### src/rtl/paddle_pkg.sv
// Shared types and defaults for the paddle ADC conditioner: FSM state encoding,
// calibration window defaults and the window validity rule.
package paddle_pkg;

    typedef enum logic [2:0] {
        S_IDLE  = 3'd0,
        S_CLAMP = 3'd1,
        S_MUL   = 3'd2,
        S_DIV   = 3'd3,
        S_FILT  = 3'd4,
        S_NEXT  = 3'd5,
        S_DONE  = 3'd6
    } state_e;

    localparam int unsigned DEFAULT_LO       = 32'd300;
    localparam int unsigned DEFAULT_HI       = 32'd1500;
    localparam int unsigned DEFAULT_MIN_SPAN = 32'd64;

    // A window is usable only if it is ordered and at least min_span wide.
    function automatic logic window_ok(input logic [31:0] lo, input logic [31:0] hi,
                                       input logic [31:0] min_span);
        logic ok;
        if (hi > lo) begin
            ok = ((hi - lo) >= min_span);
        end else begin
            ok = 1'b0;
        end
        return ok;
    endfunction

endpackage

### src/rtl/paddle_adc_conditioner_div.sv
// Restoring serial divider: one quotient bit per cycle, MSB first, fixed Q_W-cycle
// latency. The caller guarantees num < den * 2^Q_W so the quotient fits Q_W bits.
module paddle_serial_div #(
    parameter int unsigned NUM_W = 20,
    parameter int unsigned DEN_W = 12,
    parameter int unsigned Q_W   = 8
) (
    input  logic             clk,
    input  logic             reset,
    input  logic             start,
    input  logic [NUM_W-1:0] num,
    input  logic [DEN_W-1:0] den,
    output logic             done,
    output logic [Q_W-1:0]   q
);

    localparam int unsigned CNT_W = (Q_W > 1) ? $clog2(Q_W) : 1;

    logic [DEN_W-1:0] rem_q, rem_d;
    logic [DEN_W-1:0] den_q, den_d;
    logic [Q_W-1:0]   quo_q, quo_d;
    logic [CNT_W-1:0] cnt_q, cnt_d;
    logic             active_q, active_d;
    logic [DEN_W:0]   trial_s;
    logic [DEN_W:0]   diff_s;
    logic             ge_s;

    // Quotient register doubles as the shift register for the low dividend bits.
    always_comb begin
        trial_s  = {rem_q, quo_q[Q_W-1]};
        diff_s   = trial_s - {1'b0, den_q};
        ge_s     = (trial_s >= {1'b0, den_q});
        rem_d    = rem_q;
        den_d    = den_q;
        quo_d    = quo_q;
        cnt_d    = cnt_q;
        active_d = active_q;
        if (start) begin
            rem_d    = DEN_W'(num >> Q_W);
            den_d    = den;
            quo_d    = num[Q_W-1:0];
            cnt_d    = '0;
            active_d = 1'b1;
        end else if (active_q) begin
            rem_d = ge_s ? diff_s[DEN_W-1:0] : trial_s[DEN_W-1:0];
            quo_d = {quo_q[Q_W-2:0], ge_s};
            if (cnt_q == CNT_W'(Q_W - 1)) begin
                active_d = 1'b0;
            end else begin
                cnt_d = cnt_q + CNT_W'(1);
            end
        end else begin
            active_d = 1'b0;
        end
    end

    // Divider state registers.
    always_ff @(posedge clk) begin
        if (reset) begin
            rem_q    <= '0;
            den_q    <= '0;
            quo_q    <= '0;
            cnt_q    <= '0;
            active_q <= 1'b0;
        end else begin
            rem_q    <= rem_d;
            den_q    <= den_d;
            quo_q    <= quo_d;
            cnt_q    <= cnt_d;
            active_q <= active_d;
        end
    end

    assign done = active_q && (cnt_q == CNT_W'(Q_W - 1));
    assign q    = quo_q;

endmodule

### src/rtl/paddle_adc_conditioner.sv
// Analog paddle front end: clamps each ADC channel to a calibration window, scales it
// to a signed position through a shared serial divider and IIR-smooths the result.
module paddle_adc_conditioner
    import paddle_pkg::*;
#(
    parameter int unsigned CHANNELS     = 4,
    parameter int unsigned ADC_W        = 12,
    parameter int unsigned OUT_W        = 8,
    parameter int unsigned DEF_LO       = DEFAULT_LO,
    parameter int unsigned DEF_HI       = DEFAULT_HI,
    parameter int unsigned MIN_SPAN     = DEFAULT_MIN_SPAN,
    parameter int unsigned SMOOTH_SHIFT = 2
) (
    input  logic                      clk_sys,
    input  logic                      reset,
    input  logic                      adc_valid,
    input  logic [CHANNELS*ADC_W-1:0] adc_data,
    input  logic [ADC_W-1:0]          cal_lo,
    input  logic [ADC_W-1:0]          cal_hi,
    input  logic                      auto_cal,
    input  logic                      cal_clear,
    input  logic [CHANNELS-1:0]       invert,
    output logic [CHANNELS*OUT_W-1:0] paddle,
    output logic                      paddle_valid,
    output logic                      busy,
    output logic                      overrun
);

    localparam int unsigned CW    = (CHANNELS > 1) ? $clog2(CHANNELS) : 1;
    localparam int unsigned NUM_W = ADC_W + OUT_W;
    localparam logic [NUM_W-1:0] SCALE   = NUM_W'((2 ** OUT_W) - 1);
    localparam logic [ADC_W-1:0] LO_DEF  = ADC_W'(DEF_LO);
    localparam logic [ADC_W-1:0] HI_DEF  = ADC_W'(DEF_HI);
    localparam logic [CW-1:0]    LAST_CH = CW'(CHANNELS - 1);

    state_e                             state_q, state_d;
    logic [CW-1:0]                      c_q, c_d;
    logic [CHANNELS-1:0][ADC_W-1:0]     sample_q, sample_d;
    logic [CHANNELS-1:0][ADC_W-1:0]     trkmin_q, trkmin_d;
    logic [CHANNELS-1:0][ADC_W-1:0]     trkmax_q, trkmax_d;
    logic [CHANNELS-1:0][OUT_W-1:0]     y_q, y_d;
    logic [CHANNELS-1:0][OUT_W-1:0]     paddle_q, paddle_d;
    logic [ADC_W-1:0]                   lo_q, lo_d, hi_q, hi_d, x_q, x_d;
    logic                               paddle_valid_q, paddle_valid_d;
    logic                               busy_q, busy_d;
    logic                               overrun_q, overrun_d;

    logic [ADC_W-1:0]   cur_s, raw_lo_s, raw_hi_s, win_lo_s, win_hi_s, x_s;
    logic [NUM_W-1:0]   num_s;
    logic [ADC_W-1:0]   den_s;
    logic               div_start_s, div_done_s;
    logic [OUT_W-1:0]   q_s, y_new_s;
    logic signed [OUT_W:0] t_ext_s, y_ext_s, diff_s, step_s, sum_s;

    // Window selection, fallback and clamp for the channel being processed.
    always_comb begin
        cur_s = sample_q[c_q];
        if (auto_cal) begin
            raw_lo_s = trkmin_q[c_q];
            raw_hi_s = trkmax_q[c_q];
        end else begin
            raw_lo_s = cal_lo;
            raw_hi_s = cal_hi;
        end
        if (window_ok(32'(raw_lo_s), 32'(raw_hi_s), MIN_SPAN)) begin
            win_lo_s = raw_lo_s;
            win_hi_s = raw_hi_s;
        end else begin
            win_lo_s = LO_DEF;
            win_hi_s = HI_DEF;
        end
        if (cur_s < win_lo_s) begin
            x_s = win_lo_s;
        end else if (cur_s > win_hi_s) begin
            x_s = win_hi_s;
        end else begin
            x_s = cur_s;
        end
    end

    // Scaling operands and IIR step; the filter runs one bit wider so t - y cannot wrap.
    always_comb begin
        num_s   = NUM_W'(x_q - lo_q) * SCALE;
        den_s   = hi_q - lo_q;
        t_ext_s = {~q_s[OUT_W-1], ~q_s[OUT_W-1], q_s[OUT_W-2:0]};
        y_ext_s = {y_q[c_q][OUT_W-1], y_q[c_q]};
        diff_s  = t_ext_s - y_ext_s;
        step_s  = diff_s >>> SMOOTH_SHIFT;
        sum_s   = y_ext_s + step_s;
        y_new_s = sum_s[OUT_W-1:0];
    end

    paddle_serial_div #(
        .NUM_W (NUM_W),
        .DEN_W (ADC_W),
        .Q_W   (OUT_W)
    ) u_div (
        .clk   (clk_sys),
        .reset (reset),
        .start (div_start_s),
        .num   (num_s),
        .den   (den_s),
        .done  (div_done_s),
        .q     (q_s)
    );

    // Frame sequencer: next state and all register updates.
    always_comb begin
        state_d        = state_q;
        c_d            = c_q;
        sample_d       = sample_q;
        trkmin_d       = trkmin_q;
        trkmax_d       = trkmax_q;
        y_d            = y_q;
        paddle_d       = paddle_q;
        lo_d           = lo_q;
        hi_d           = hi_q;
        x_d            = x_q;
        paddle_valid_d = 1'b0;
        busy_d         = busy_q;
        overrun_d      = overrun_q;
        div_start_s    = 1'b0;
        case (state_q)
            S_IDLE: begin
                if (adc_valid) begin
                    sample_d = adc_data;
                    c_d      = '0;
                    busy_d   = 1'b1;
                    state_d  = S_CLAMP;
                end else begin
                    state_d = S_IDLE;
                end
            end
            S_CLAMP: begin
                lo_d = win_lo_s;
                hi_d = win_hi_s;
                x_d  = x_s;
                if (auto_cal) begin
                    if (cur_s < trkmin_q[c_q]) begin
                        trkmin_d[c_q] = cur_s;
                    end else begin
                        trkmin_d[c_q] = trkmin_q[c_q];
                    end
                    if (cur_s > trkmax_q[c_q]) begin
                        trkmax_d[c_q] = cur_s;
                    end else begin
                        trkmax_d[c_q] = trkmax_q[c_q];
                    end
                end else begin
                    trkmin_d = trkmin_q;
                end
                state_d = S_MUL;
            end
            S_MUL: begin
                div_start_s = 1'b1;
                state_d     = S_DIV;
            end
            S_DIV: begin
                if (div_done_s) begin
                    state_d = S_FILT;
                end else begin
                    state_d = S_DIV;
                end
            end
            S_FILT: begin
                y_d[c_q]      = y_new_s;
                paddle_d[c_q] = invert[c_q] ? ~y_new_s : y_new_s;
                state_d       = S_NEXT;
            end
            S_NEXT: begin
                if (c_q == LAST_CH) begin
                    state_d = S_DONE;
                end else begin
                    c_d     = c_q + CW'(1);
                    state_d = S_CLAMP;
                end
            end
            S_DONE: begin
                paddle_valid_d = 1'b1;
                busy_d         = 1'b0;
                state_d        = S_IDLE;
            end
            default: begin
                state_d = S_IDLE;
            end
        endcase
        // cal_clear takes priority over any tracker update and over a new overrun.
        if (cal_clear) begin
            trkmin_d  = '1;
            trkmax_d  = '0;
            overrun_d = 1'b0;
        end else if (adc_valid && (state_q != S_IDLE)) begin
            overrun_d = 1'b1;
        end else begin
            overrun_d = overrun_d;
        end
    end

    // State and output registers.
    always_ff @(posedge clk_sys) begin
        if (reset) begin
            state_q        <= S_IDLE;
            c_q            <= '0;
            sample_q       <= '0;
            trkmin_q       <= '1;
            trkmax_q       <= '0;
            y_q            <= '0;
            paddle_q       <= '0;
            lo_q           <= '0;
            hi_q           <= '0;
            x_q            <= '0;
            paddle_valid_q <= 1'b0;
            busy_q         <= 1'b0;
            overrun_q      <= 1'b0;
        end else begin
            state_q        <= state_d;
            c_q            <= c_d;
            sample_q       <= sample_d;
            trkmin_q       <= trkmin_d;
            trkmax_q       <= trkmax_d;
            y_q            <= y_d;
            paddle_q       <= paddle_d;
            lo_q           <= lo_d;
            hi_q           <= hi_d;
            x_q            <= x_d;
            paddle_valid_q <= paddle_valid_d;
            busy_q         <= busy_d;
            overrun_q      <= overrun_d;
        end
    end

    assign paddle       = paddle_q;
    assign paddle_valid = paddle_valid_q;
    assign busy         = busy_q;
    assign overrun      = overrun_q;

endmodule

### config.mk
export PLATFORM = sky130hd
export DESIGN_NAME = paddle_adc_conditioner
export DESIGN_NICKNAME = d
export VERILOG_FILES = /design/src/rtl/paddle_pkg.sv /design/src/rtl/paddle_adc_conditioner_div.sv /design/src/rtl/paddle_adc_conditioner.sv
export SDC_FILE = /design/constraint.sdc
export NUM_CORES = 1
export LEC_CHECK = 0
export CORE_ASPECT_RATIO = 0.75
export CORE_MARGIN = 2
export CORE_UTILIZATION = 42
export DETAILED_ROUTE_END_ITERATION = 8
export GPL_TIMING_DRIVEN = 0
export PLACE_DENSITY_LB_ADDON = 0.2
export SETUP_SLACK_MARGIN = 0.5
export SLEW_MARGIN = 20
export SYNTH_ARGS = -nofsm -noshare
export SYNTH_HDL_FRONTEND = slang
export SYNTH_SLANG_ARGS = --single-unit
### constraint.sdc
create_clock -name clk_sys -period 20.8 [get_ports clk_sys]
set_input_delay 2.08 -clock clk_sys [delete_from_list [all_inputs] [get_ports clk_sys]]
set_output_delay 2.08 -clock clk_sys [all_outputs]
set_load 0.02 [all_outputs]
[After elaboration in Yosys (flattened, before gate mapping)]
Index checks and enable logic that the tools add are counted.
Operators by class
  equal/unequal tests: 10
  bitwise logic cells: 3
  add/subtract/negate cells: 8
  multipliers: 1
  reduce and logical (&&, ||, !) cells: 15
  $lt $le $gt $ge: 9
  mux-type cells: 49
Operator list (number)
  $bwmux W48: 4
  $mux W12: 13
  $mux W48: 2
  $bmux W12 S2: 3
  $bwmux W32: 2
  $mux W8: 5
  $gt A12 B12 Y1: 3
  $ge A32 B7 Y1 const B: 1
  $sub A12 B12 Y13: 2
  $demux W12 S2: 1
  $lt A12 B12 Y1: 2
  $sub A12 B12 Y12: 2
  $mul A13 B9 Y20 const B: 1
  $pmux W3 S6: 1
  $bmux W8 S2: 1
  $demux W8 S2: 1
  $ge A13 B12 Y1: 1
  $eq A3 B3 Y1 const B: 4
  $mux W1: 9
  $sub A8 B8 Y9: 1
  $add A8 B7 Y8: 1
  $not A8 Y8: 1
  $reduce_and A2 Y1: 4
  $eq A3 B2 Y1 const B: 2
  other kinds (19): 28
Storage, ports and cells
  register bits: 288
  word-level logic and storage cells: 128
  output and inout port bits: 35
  input port bits: 81

[Logic depth before layout (Yosys ltp)]
Gate-level depths: netlist (run 1).
  depth after elaboration: 10
  depth in mapped cells: 29

[Cells and area by module]
A second synthesis (run 1) with hierarchy kept.
Unflattened totals
  cells, all modules: 2232
  area total of the unflattened synthesis: 19043.3 µm²
By module, submodules not included
  paddle_adc_conditioner: area an instance 16708.5 µm², cells each 1956, times used 1
  paddle_serial_div: area an instance 2334.7 µm², cells each 276, times used 1

[Worst setup path before layout (run 1)]
No wires, ideal clock.
  path type: input-to-reg
  start: input port auto_cal
  end: register x_q[2]
  arrival: 7290 ps
  path slack: 13435 ps
  buffers on the path: 6
  cell stages on the path: 26
  cells stage by stage: clkbuf_1 > clkbuf_1 > clkbuf_1 > mux2i_1 > ha_1 > nand3_1 > o21bai_1 > a31o_2 > a211o_1 > a21oi_1 > o21a_1 > and2_1 > clkbuf_1 > buf_1 > nand2_1 > ha_1 > nor2b_1 > o21ai_0 > nand2b_1 > a21oi_1 > o21ai_0 > a221oi_1 > nor2_1 > clkbuf_1 > a2111o_1 > a31oi_1
On the way
  word-level cells in the longest chain between the ends: 8
Ends and longest elaborated chain
  start, declared: line paddle_adc_conditioner.sv:20  | input logic auto_cal,
  $mux W12: line paddle_adc_conditioner.sv:58  | if (auto_cal) begin
  $sub A12 B12 Y13: line paddle_pkg.sv:24  | ok = ((hi - lo) >= min_span);
  $ge A32 B7 Y1: line paddle_pkg.sv:24
  $mux W1: line paddle_pkg.sv:23  | if (hi > lo) begin
  $mux W12: line paddle_adc_conditioner.sv:65  | if (window_ok(32'(raw_lo_s), 32'(raw_hi_s), MIN_SPAN)) begin
  $gt A12 B12 Y1: line paddle_adc_conditioner.sv:74  | end else if (cur_s > win_hi_s) begin
  $mux W12: line paddle_adc_conditioner.sv:74
  $mux W12 (*): line paddle_adc_conditioner.sv:72  | if (cur_s < win_lo_s) begin
  end signal, assigned: line paddle_adc_conditioner.sv:211  | x_q <= '0;
  end signal, assigned: line paddle_adc_conditioner.sv:225  | x_q <= x_d;
  end, declared: line paddle_adc_conditioner.sv:43  | logic [ADC_W-1:0] lo_q, lo_d, hi_q, hi_d, x_q, x_d;
Mark *: on every way between the ends. The rest lies on a longest branch, timed or not.
A chain may end at the register's enable or synchronous reset.

[Final worst setup path (run 1)]
  start: input port auto_cal
  end: register x_q[9]
Same word-level chain as after synthesis.

==> run metrics, run 1 <==
most common cell after layout, fill and taps aside dfxtp_1; FP Rows between 60 and 70; mapped cell area about 19000 um2; gpl congestion around 0.94; Tmin final 8570 ps; First-pass DRT Iterations 6; fraction of registers with async set/reset 0%; Die X-Extent 247 um; Die Span Y 186 um; sequential area share after synthesis 31.1%; top area cells in the synthesized netlist dfxtp_1 (31%), ha_1 (10%), fa_1 (6.7%); Yosys warnings 0; Max Root-Sink Buffers 3; Resize count post-CTS 0; Tcrit/Tclk final between 40 and 50%; Slew @ Worst Pin between 900 and 1000 ps; max-cap viol count 0; hpwl dp 45900 um; Core Area approximately 43000 um2; Final Skew 13.0 ps; Critical Path RT 21320 ps; initial antenna violation count 0; startpoint types primary input; Port Buffers roughly 110; drc violations 0; worst reg2reg path depth 27; H-tree depth 1; worst hold-check path type reg -> reg; ant diodes 0; Pins Over Slew Limit 0; first-pass GRT wire length 91700 um; Cell variety after synth 70; Clock Pin Slew Worst Setup and Hold Paths approximately 70 ps; DRT Wirelength 59500 um; Worst Path Max Fanout 10; filler cell count about 4200; Initial DRC Count 1477; CTS Sinks 288; grt ovf 0; layout cells sized above 1 around 6.1%; outcome complete, no violations; clock latency at the later pin of the worst-skew pair 610 ps; Root Driver clkbuf_16; max_slew headroom a little over a third; fmax 117 MHz; number of global-route vias before repair roughly 16000; drt wl/cell around 20 um; Syn Nets roughly 2500; dominant synthesized flop cell dfxtp_1; Hold Buf Count CTS 0; Crit path top cell by count clkbuf_1; final hold vios 0; syn_area_per_cell 8.45 um2; Slowest cell on crit path clkbuf_1; Synth Instances ~2200; Hold Path Depth 2; largest net degree at the start of global routing 17; TritonCTS clock tree done; vias per cell 5.65; vias post-DR 16639; Layout area overhead 15.7%; Worst Setup End Kind flip-flop; slowest stage delay, CP 590 ps; Tot GR Track Use 25.9%; Setup CP Type in -> reg; fin nets 2635; Final setup viols 0; RSZ-0062 raised after global routing no; top-area cell type share of the netlist area 31.1%; number of top-level pins 116; post-synth top area cell dfxtp_1; CP arrival 9090 ps; setup bufs post-CTS 0; commonest cells after routing, fill and taps aside dfxtp_1 (288), nor2_1 (283), nand2_1 (228); Yosys reg bits ~290; total die area 45900 um2; Final TNS setup 0 ps; DRT antenna net count 0; Inserted Clock Buffers 31; initial core utilization between 40 and 50%; Post-synth EDFFs 0
sequential cells by signal, indices dropped and copies added, names as in the netlist:
signal,flops
trkmin_q,48
u_div.den_q,12
c_q,2
u_div.active_q,1
state_q,3
y_q,32
lo_q,12
paddle_valid,1
x_q,12
u_div.q,8
paddle,32
u_div.rem_q,12
hi_q,12
overrun,1
busy,1
trkmax_q,48
u_div.cnt_q,3
sample_q,48
layer usage:
layer / up-vias / global-route usage [%] / part of all wire (%)
li1: 7863 / - / -
met1: 7996 / 39.1 / 48
met2: 698 / 37.9 / 41
met3: 82 / 5.48 / 9.6
met4: 0 / 5.06 / 2.0
met5: - / 0 / 0
worst paths after layout:
kind,startpoint,slack [ps],end
setup / recovery,auto_cal,12230,x_q[9]$_SDFFE_PP0N_
hold / removal,sample_q[16]$_SDFFE_PP0P_,450,sample_q[16]$_SDFFE_PP0P_
setup reg to reg,c_q[1]$_SDFFE_PP0P_,12370,x_q[9]$_SDFFE_PP0N_
hold reg to reg,sample_q[16]$_SDFFE_PP0P_,450,sample_q[16]$_SDFFE_PP0P_
logic make-up after synthesis:
family | after synthesis | share of synthesized area (%)
simple gates | 688 | 15.9
xor+xnor | 60 | 2.95
flops | 288 | 31.1
mux | 107 | 9.17
buf+inv | 311 | 6.42
compound gates | 530 | 17.6
fa+ha+maj | 212 | 16.8
per-stage QoR:
stage                     hold slack (ps)  instances  util, %  cell area (um2)  setup WS (ps)
after CTS                             454       2943     49.4            21400          12530
after global routing                  475       2943     49.4            21400          11780
final                                 453       2943     49.4            21400          12230
after floorplan                       432       2196        -            18500          13440
after global placement                439       2887     47.0            20400          11980
after detailed placement              445       2887     47.0            20400          11910
Yosys cell counts (12+ instances only):
library cell and n:
nand3_1 33, dfxtp_1 288, nand2b_1 22, a21o_1 23, nor2b_1 21, clkbuf_1 107, nor3_1 36, and3_1 13
ha_1 150, mux2i_1 38, xor2_1 20, buf_1 12, inv_1 184, nand4_1 13, a21oi_1 202, mux2_2 14
xnor2_1 38, o21ai_1 33, a211oi_1 80, fa_1 62, nor2_1 283, mux4_2 45, nand2_1 228, o21ai_0 83
layout make-up:
class	count	area [um2]	area share (%)
plain buffers	127	499	2.33
clock buffers	42	877	4.09
clock inverters	14	171	0.799
inverters	184	691	3.22
multi-input cells	1597	11600	54.0
flip-flops and latches	288	5770	26.9
well taps	578	723	3.37
repair buffers	113	1130	5.27
critical path: cells and delay by family:
family / cells / cell delay, ps
compound gates: 12 / 2660
fa+ha+maj: 2 / 700
buf+inv: 6 / 2480
mux: 1 / 560
simple gates: 5 / 580
Power of run 1 is not shown: default switching activity piles up to over one toggle a cycle in this logic, so the estimate is an artifact.
==> inputs of run 2 (changes only) <==
==> constraint.sdc (replaced) <==
create_clock -name clk_sys -period 7.9 [get_ports clk_sys]
set_input_delay 0.79 -clock clk_sys [delete_from_list [all_inputs] [get_ports clk_sys]]
set_output_delay 0.79 -clock clk_sys [all_outputs]
set_load 0.02 [all_outputs]
==> run metrics, run 2 (synthesized netlist as in run 1, its figures left out) <==
ant diodes 0; Placed Area 20400 um2; largest net degree at the start of global routing 17; Die X-Extent 247 um; Slowest cell on crit path clkbuf_1; vias post-DR 16757; H-tree depth 1; max-cap viol count 0; gpl congestion approximately 0.94; First-pass DRT Iterations 9; worst hold-check path type reg -> reg; number of top-level pins 116; Layout area overhead 16.3%; slowest stage delay, CP ~480 ps; Tcrit/Tclk final 89.0%; fmax 142 MHz; HP Start sample_q[38]$_SDFFE_PP0P_; filler cell count ~4200; DRT Wirelength 59700 um; Register Area 5770 um2; worst r2r src c_q[1]$_SDFFE_PP0P_; reg-to-reg slack, setup 870 ps; Root Driver clkbuf_16; outcome complete, no violations; drt wl/cell between 20 and 25 um; Worst Path Max Fanout 10; Setup CP Type reg -> reg; Core Area 43400 um2; clock latency at the later pin of the worst-skew pair 610 ps; CTS Sinks 288; Die Span Y 186 um; startpoint types flip-flop; CP arrival 7470 ps; Critical Path RT 8330 ps; FP Rows 66; Tmin final 7030 ps; Final Skew 11.6 ps; max_slew headroom around 38%; Inserted Clock Buffers 31; Max Root-Sink Buffers 3; Clock Pin Slew Worst Setup and Hold Paths 60 ps; Initial DRC Count 1468; Tot GR Track Use 25.9%; RSZ-0062 raised after global routing no; worst reg2reg path depth 28; TritonCTS clock tree done; Final setup viols 0; reg2reg end x_q[10]$_SDFFE_PP0N_; Slew @ Worst Pin 923 ps; fin nets 2637; total die area 45900 um2; number of global-route vias before repair around 16000; first-pass GRT wire length 91700 um; Multi-input gate area 11700 um2; most common cell after layout, fill and taps aside dfxtp_1; design area around 22000 um2; hpwl dp 45900 um; drc violations 0; initial core utilization between 40 and 50%; Final TNS setup 0 ps; top flop regs sample_q x48, trkmax_q x48, trkmin_q x48; Port Buffers 113; family with the most delay on the worst path compound AO/OA/AOI/OAI gates; Worst Setup End Kind flip-flop; DRT antenna net count 0; initial antenna violation count 0; CP bufs+invs 6; layout cells sized above 1 6.97%; commonest cells after routing, fill and taps aside dfxtp_1 (287), nor2_1 (283), nand2_1 (228); Pins Over Slew Limit 0; grt ovf 0; vias per cell 5.69; final hold vios 0; Hold Path Depth 2; Hold Path End sample_q[38]$_SDFFE_PP0P_
[run 2: how the worst max path moves through the flow]
stage | start | end | slack (ps) | depth (start not counted)
global route | lo_q[1]$_SDFFE_PP0N_ | u_div.rem_q[11]$_SDFFE_PP0P_ | 480 | 25
finish | c_q[1]$_SDFFE_PP0P_ | x_q[10]$_SDFFE_PP0N_ | 870 | 28
global placement | c_q[1]$_SDFFE_PP0P_ | x_q[0]$_SDFFE_PP0N_ | -180 | 27
CTS | c_q[0]$_SDFFE_PP0P_ | x_q[0]$_SDFFE_PP0N_ | 490 | 27
floorplan | lo_q[1]$_SDFFE_PP0N_ | u_div.rem_q[11]$_SDFFE_PP0P_ | 1300 | 25
detailed placement | c_q[1]$_SDFFE_PP0P_ | x_q[0]$_SDFFE_PP0N_ | -220 | 27
[run 2: what timing repair did]
item | CTS | global route
gates resized for setup | 8 | 25
setup buffers | 1 | 1
hold buffers | 0 | 0
setup endpoints to repair | 13 | 14
pin swaps | 1 | 2
[run 2: tightest hold or removal path, cell delays in order, from the launching register on]
cell and delay, ps:
dfxtp_1 310, nand2_1 50, a21oi_1 50
[run 2: layout make-up]
cell class,instances,area share [%]
Tap cell,578,3.35
Timing Repair Buffer,115,5.32
Clock inverter,14,0.795
Sequential cell,288,26.7
Buffer,127,2.40
Multi-Input combinational cell,1597,54.1
Inverter,184,3.20
Clock buffer,42,4.07
[run 2: per-layer routing]
layer / share of wire [%] / GRT usage (%) / up-vias
li1: - / - / 7873
met1: 48 / 39.1 / 8092
met2: 41 / 37.8 / 704
met3: 9.4 / 5.48 / 88
met4: 2.1 / 5.40 / 0
met5: 0 / 0 / -
[run 2: through the flow]
step / cells / hold WS (ps) / util, % / setup slack, ps
6_report: 2945 / 452 / 49.6 / 866
5_1_grt: 2945 / 475 / 49.6 / 484
4_1_cts: 2944 / 454 / 49.4 / 487
3_5_place_dp: 2887 / 445 / 47.0 / -224
3_3_place_gp: 2887 / 439 / 47.0 / -184
2_1_floorplan: 2196 / 432 / - / 1300
Power of run 2 is left out for the same reason.
==> inputs of run 3 (changes only) <==
--- a/config.mk
+++ b/config.mk
@@ -9,8 +9,8 @@
 export CORE_MARGIN = 2
 export CORE_UTILIZATION = 42
 export DETAILED_ROUTE_END_ITERATION = 8
-export GPL_TIMING_DRIVEN = 0
-export PLACE_DENSITY_LB_ADDON = 0.2
+export HOLD_SLACK_MARGIN = 0.06
+export PLACE_DENSITY = 0.7
 export SETUP_SLACK_MARGIN = 0.5
 export SLEW_MARGIN = 20
 export SYNTH_ARGS = -nofsm -noshare
==> run metrics, run 3 (synthesized netlist as in run 1, its figures left out) <==
gpl congestion 0.932; first-pass GRT wire length 81400 um; ant diodes 0; Tot GR Track Use 22.1%; RSZ-0062 raised after global routing no; reg-to-reg slack, setup 890 ps; initial core utilization between 40% and 50%; Port Buffers 115; Core Area 43400 um2; initial antenna violation count 0; max_slew headroom just under 30%; Max Root-Sink Buffers 3; CTS Sinks 288; grt ovf 0; fmax 143 MHz; WL met3 4270 um; Root Driver clkbuf_16; Tmin final 7010 ps; top flop regs sample_q x48, trkmax_q x48, trkmin_q x48; max layer used met4; First-pass DRT Iterations 5; largest net degree at the start of global routing ~110; max-cap viol count 0; Slowest cell on crit path fa_1; slowest stage delay, CP 550 ps; drt wl/cell approximately 18 um; Worst Path Max Fanout 4; Crit. path cell count 25; hpwl dp around 37000 um; clock latency at the later pin of the worst-skew pair 600 ps; Hold Buf Count CTS 0; Initial DRC Count about 1300; drc violations 0; met1 wire length 23600 um; Final TNS setup 0 ps; Pins Over Slew Limit 0; outcome complete, no violations; most common cell after layout, fill and taps aside dfxtp_1; reg2reg end u_div.rem_q[11]$_SDFFE_PP0P_; worst hold-check path type reg -> reg; vias per cell 5.65; total die area 45900 um2; number of global-route vias before repair between 15000 and 20000; Critical Path RT 8390 ps; family with the most delay on the worst path adder cells; vias post-DR 15986; fin nets roughly 2500; TritonCTS clock tree done; worst reg2reg path depth 25; CP arrival 7500 ps; Layout area overhead 13.9%; CP startpoint lo_q[1]$_SDFFE_PP0N_; Die X-Extent 247 um; Die Span Y 186 um; DRT antenna net count 0; Inserted Clock Buffers 30; Worst Setup End Kind flip-flop; metal2 WL between 20000 and 25000 um; Slew @ Worst Pin ~1100 ps; layout cells sized above 1 between 7 and 8%; DRT Wirelength 50700 um; FP Rows 66; number of top-level pins 116; Final setup viols 0; Crit path top cell by count inv_1; Final Skew 33.7 ps; CP bufs+invs 5; Worst Setup EP u_div.rem_q[11]$_SDFFE_PP0P_; Clock Pin Slew Worst Setup and Hold Paths around 60 ps; worst r2r src lo_q[1]$_SDFFE_PP0N_; Tcrit/Tclk final roughly 89%; final hold vios 0; Setup CP Type reg -> reg; commonest cells after routing, fill and taps aside dfxtp_1 (285), nor2_1 (281), nand2_1 (228); startpoint types flip-flop; H-tree depth 1
run 3: cell count changes in the layout (fill, tap and decap cells not counted), moves of 3 or more:
cell,delta
xnor2_2,-3
clkbuf_2,-4
clkbuf_4,-4
clkinvlp_4,-3
clkbuf_1,-102
buf_2,-4
clkinv_2,-4
xnor2_1,+3
buf_1,-9
buf_4,+16
run 3: per-stage QoR:
step / setup WS [ps] / util [%] / cell area (um2) / instances / hold slack [ps]
global placement: 803 / 46.2 / 20100 / 2779 / 439
floorplan: 1300 / - / 18500 / 2196 / 432
detailed placement: 602 / 46.2 / 20100 / 2779 / 446
CTS: 544 / 48.5 / 21100 / 2829 / 454
global route: 479 / 48.7 / 21100 / 2831 / 468
finish: 889 / 48.7 / 21100 / 2831 / 453
run 3: worst min-delay path by stage:
stage | from | endpoint | slack (ps) | cells after the start
2_1_floorplan | u_div.den_q[8]$_SDFFE_PP0P_ | u_div.den_q[8]$_SDFFE_PP0P_ | 430 | 2
3_3_place_gp | y_q[23]$_SDFFE_PP0P_ | y_q[23]$_SDFFE_PP0P_ | 440 | 2
3_5_place_dp | sample_q[16]$_SDFFE_PP0P_ | sample_q[16]$_SDFFE_PP0P_ | 450 | 2
4_1_cts | sample_q[16]$_SDFFE_PP0P_ | sample_q[16]$_SDFFE_PP0P_ | 450 | 2
5_1_grt | lo_q[7]$_SDFFE_PP0N_ | lo_q[7]$_SDFFE_PP0N_ | 470 | 2
6_report | y_q[7]$_SDFFE_PP0P_ | y_q[7]$_SDFFE_PP0P_ | 450 | 2
run 3: tightest hold or removal path, delay by kind of cell, from the launching register on:
kind               cells  cell delay, ps
AOI/OAI and AO/OA      1              50
DFF                    1             310
and+or+nand+nor        1              50
run 3: cell type report:
class / instances / area [um2]
Clock buffer: 43 / 860
Clock inverter: 7 / 139
Fill cell: 4138 / 22300
Inverter: 184 / 691
Multi-Input combinational cell: 1597 / 11600
Sequential cell: 288 / 5770
Tap cell: 578 / 723
Timing Repair Buffer: 134 / 1310
run 3: what timing repair did:
action,in CTS,in global routing
setup endpoints to repair,0,4
buffers inserted,0,2
resized for setup,0,6
run 3: per-layer routing:
layer,vias to the layer above,GRT usage [%]
li1,7652,-
met1,7655,31.2
met5,-,0
met4,0,5.28
met2,599,34.0
met3,80,5.07
Power of run 3 is left out for the same reason.
==> RTL change: new RTL, flow settings as in run 3 <==
Re-encode `state_e` (7 states) as one-hot, 7 bits wide.
--- a/src/rtl/paddle_pkg.sv
+++ b/src/rtl/paddle_pkg.sv
@@ -2,14 +2,14 @@
 // calibration window defaults and the window validity rule.
 package paddle_pkg;
 
-    typedef enum logic [2:0] {
-        S_IDLE  = 3'd0,
-        S_CLAMP = 3'd1,
-        S_MUL   = 3'd2,
-        S_DIV   = 3'd3,
-        S_FILT  = 3'd4,
-        S_NEXT  = 3'd5,
-        S_DONE  = 3'd6
+    typedef enum logic [6:0] {
+        S_IDLE  = 7'b0000001,
+        S_CLAMP = 7'b0000010,
+        S_MUL   = 7'b0000100,
+        S_DIV   = 7'b0001000,
+        S_FILT  = 7'b0010000,
+        S_NEXT  = 7'b0100000,
+        S_DONE  = 7'b1000000
     } state_e;
 
     localparam int unsigned DEFAULT_LO       = 32'd300;
Check against the original RTL: no difference found for any inputs over 4 cycles, from zero or initial values and one cycle with reset high; so few cycles prove little.
==> RTL change against run 3 <==
Setup slack improved by 180 ps; synthesized area grew 2.3%; final cell count is 1.0% higher; cell area increased by 1.9%; sequential cell count increased by 4; wire length rose by 5.8%.
==> RTL change: results (changes against run 3) <==
grt:
  grt_start_max_net_pins: 117  # was 106
  track_usage_pct: 22.37  # was 22.06%
  grt_pass1_vias: 16070  # was 15,570
  grt_pass1_wl_um: 85970  # was 81,420 um
timing:
  hold_slack_ps: 454.4  # was 453.0 ps
  finClkSkew_ps: 29.48  # was 33.73 ps
  slew_headroom_pct: 27.35  # was 28.93%
routing:
  drt_iter0_drc: 1552  # was 1,316
  firstDrtPassIters: 5  # unchanged
  wire_per_inst_um: 18.76  # was 17.92 um
  wirelength_um: 53650  # was 50,730 um
  vias: 16630  # was 15,990
worst_setup_path:
  rr_startpoint: "lo_q[0]"  # was lo_q[1]
  regToRegEndpoint: "u_div.rem_q[11]"  # unchanged
  r2r_slack_ps: 1070  # was 890 ps
  arrival_ps: 7340  # was 7500 ps
  ff2ff_path_depth: 23  # was 25
yosys:
  synth_area_leaders: "dfxtp_1, ha_1, fa_1, mux4_2, nand2_1"  # was dfxtp_1, ha_1, fa_1, nor2_1, mux4_2
  ys_top_cells_by_count: "dfxtp_1, nand2_1, a21oi_1"  # was dfxtp_1, nor2_1, nand2_1
  synth.avg_cell_area_um2: 8.549  # was 8.446 um2
  yosysUniqueCellTypes: 82  # was 70
  seq_area_frac_synth_pct: 30.80  # was 31.09%
cells_and_area:
  top_regs: "sample_q: 48 flops, trkmax_q: 48 flops, trkmin_q: 48 flops"  # unchanged
  synthToLayoutAreaGrowth_pct: 13.42  # was 13.94%
  final_layout_size_suffix_gt1_share_pct: 7.080  # was 7.102%
  fillers: 4169  # was 4,138
  diodes: 0  # unchanged
  nNetsFinal: 2549  # was 2,528
clock_tree:
  clk_pin_slew_worst_paths_ps: 70
  cts_resized: 0  # unchanged
  clockBufferDepth: 3  # unchanged
pwr:
  switching_share_pct: 46.31
  p_leak_nw: 8.357
  peakVddDrop_uv: 1289
outcome:
  status: "finished, final reports clean"  # unchanged
worst_hold_path:
  hp-class: "reg2reg"  # unchanged
  min-delay-start: "sample_q[18]"  # was y_q[7]
  hold-path-endpoint: "sample_q[18]"  # was y_q[7]
place:
  place_congestion: 0.9572  # was 0.9316
  dp.cells: 2810  # was 2,779
  pre_cts_ws_ps: 956.9  # was 602.1 ps
  hpwl_um: 39290  # was 37,480 um
  post_dp_cell_area_um2: 20520  # was 20,080 um2
RTL change: changes by cell type in the layout (fill, tap and decap cells not counted), sizes merged, moves of 7 or more:
| cell | before | now |
|---|---|---|
| nor2 | 283 | 189 |
| a31oi | 9 | 36 |
| nor2b | 21 | 28 |
| o21a | 7 | 14 |
| inv | 184 | 171 |
| mux2 | 24 | 12 |
| o21ai | 116 | 58 |
| nor3 | 36 | 62 |
| o211ai | 6 | 38 |
| nand3 | 33 | 43 |
| a22oi | 4 | 18 |
| nand2 | 228 | 269 |
| a311oi | 0 | 7 |
RTL change: layout make-up:
| cell class | instances | share of cell area [%] |
|---|---|---|
| flip-flops and latches | 292 | 27.18 |
| clock buffers | 38 | 3.906 |
| well taps | 586 | 3.406 |
| repair buffers | 138 | 6.156 |
| clock inverters | 12 | 0.7498 |
| multi-input cells | 1622 | 55.60 |
| inverters | 172 | 2.999 |
RTL change: worst max path at each step:
stage / start / cells past startpoint / slack [ps] / end
finish: lo_q[0] / 23 / 1070 / u_div.rem_q[11]
global route: lo_q[0] / 23 / 580 / u_div.rem_q[11]
CTS: lo_q[1] / 26 / 910 / u_div.rem_q[11]
detailed placement: lo_q[1] / 26 / 960 / u_div.rem_q[11]
global placement: lo_q[1] / 26 / 1120 / u_div.rem_q[11]
floorplan: lo_q[1] / 26 / 1900 / u_div.rem_q[11]
RTL change: critical path: stages, from the launching register on:
cell       delay [ps]
dfxtp_1           380
ha_1              190
inv_1              60
fa_1              420
a211oi_1          330
o21bai_1          100
a21o_1            200
xor2_1            480
inv_1             200
fa_1              650
fa_1              470
fa_1              480
fa_1              540
inv_1              40
ha_1              330
nand3_1           110
o2111ai_1         330
a21oi_1           170
o31ai_1           420
o21a_1            180
o21a_1            110
nor2_1             40
or4_1             390
o211ai_1          100
RTL change: layer usage:
metal,routed length [um],GRT usage (%),up-vias
met4,1235,5.375,0
li1,-,-,7890
met5,0,0,-
met1,25210,32.18,7959
met2,22560,33.82,693
met3,4647,5.192,90
RTL change: cells by family (layout without fill, tap and decap cells):
family | after synthesis | count (layout) | synth area share, %
muxes | 95 | 95 | 8.056
DFF | 292 | 292 | 30.80
xor gates and xnor gates | 62 | 62 | 2.940
buffers and inverters | 306 | 360 | 6.203
adders and majority gates | 212 | 212 | 16.43
and+or+nand+nor | 694 | 694 | 16.36
AOI/OAI and AO/OA | 559 | 559 | 19.22
RTL change: power by group through the flow:
| stage | sequential, mW | clock (mW) | combinational (mW) |
|---|---|---|---|
| after detailed placement | 1.59 | 0 | 6.89 |
| after global placement | 1.58 | 0 | 6.70 |
| after global routing | 1.56 | 1.56 | 7.99 |
| after CTS | 1.55 | 1.50 | 6.97 |
| after floorplan | 1.58 | 0 | 5.55 |
| final | 1.55 | 1.48 | 6.97 |
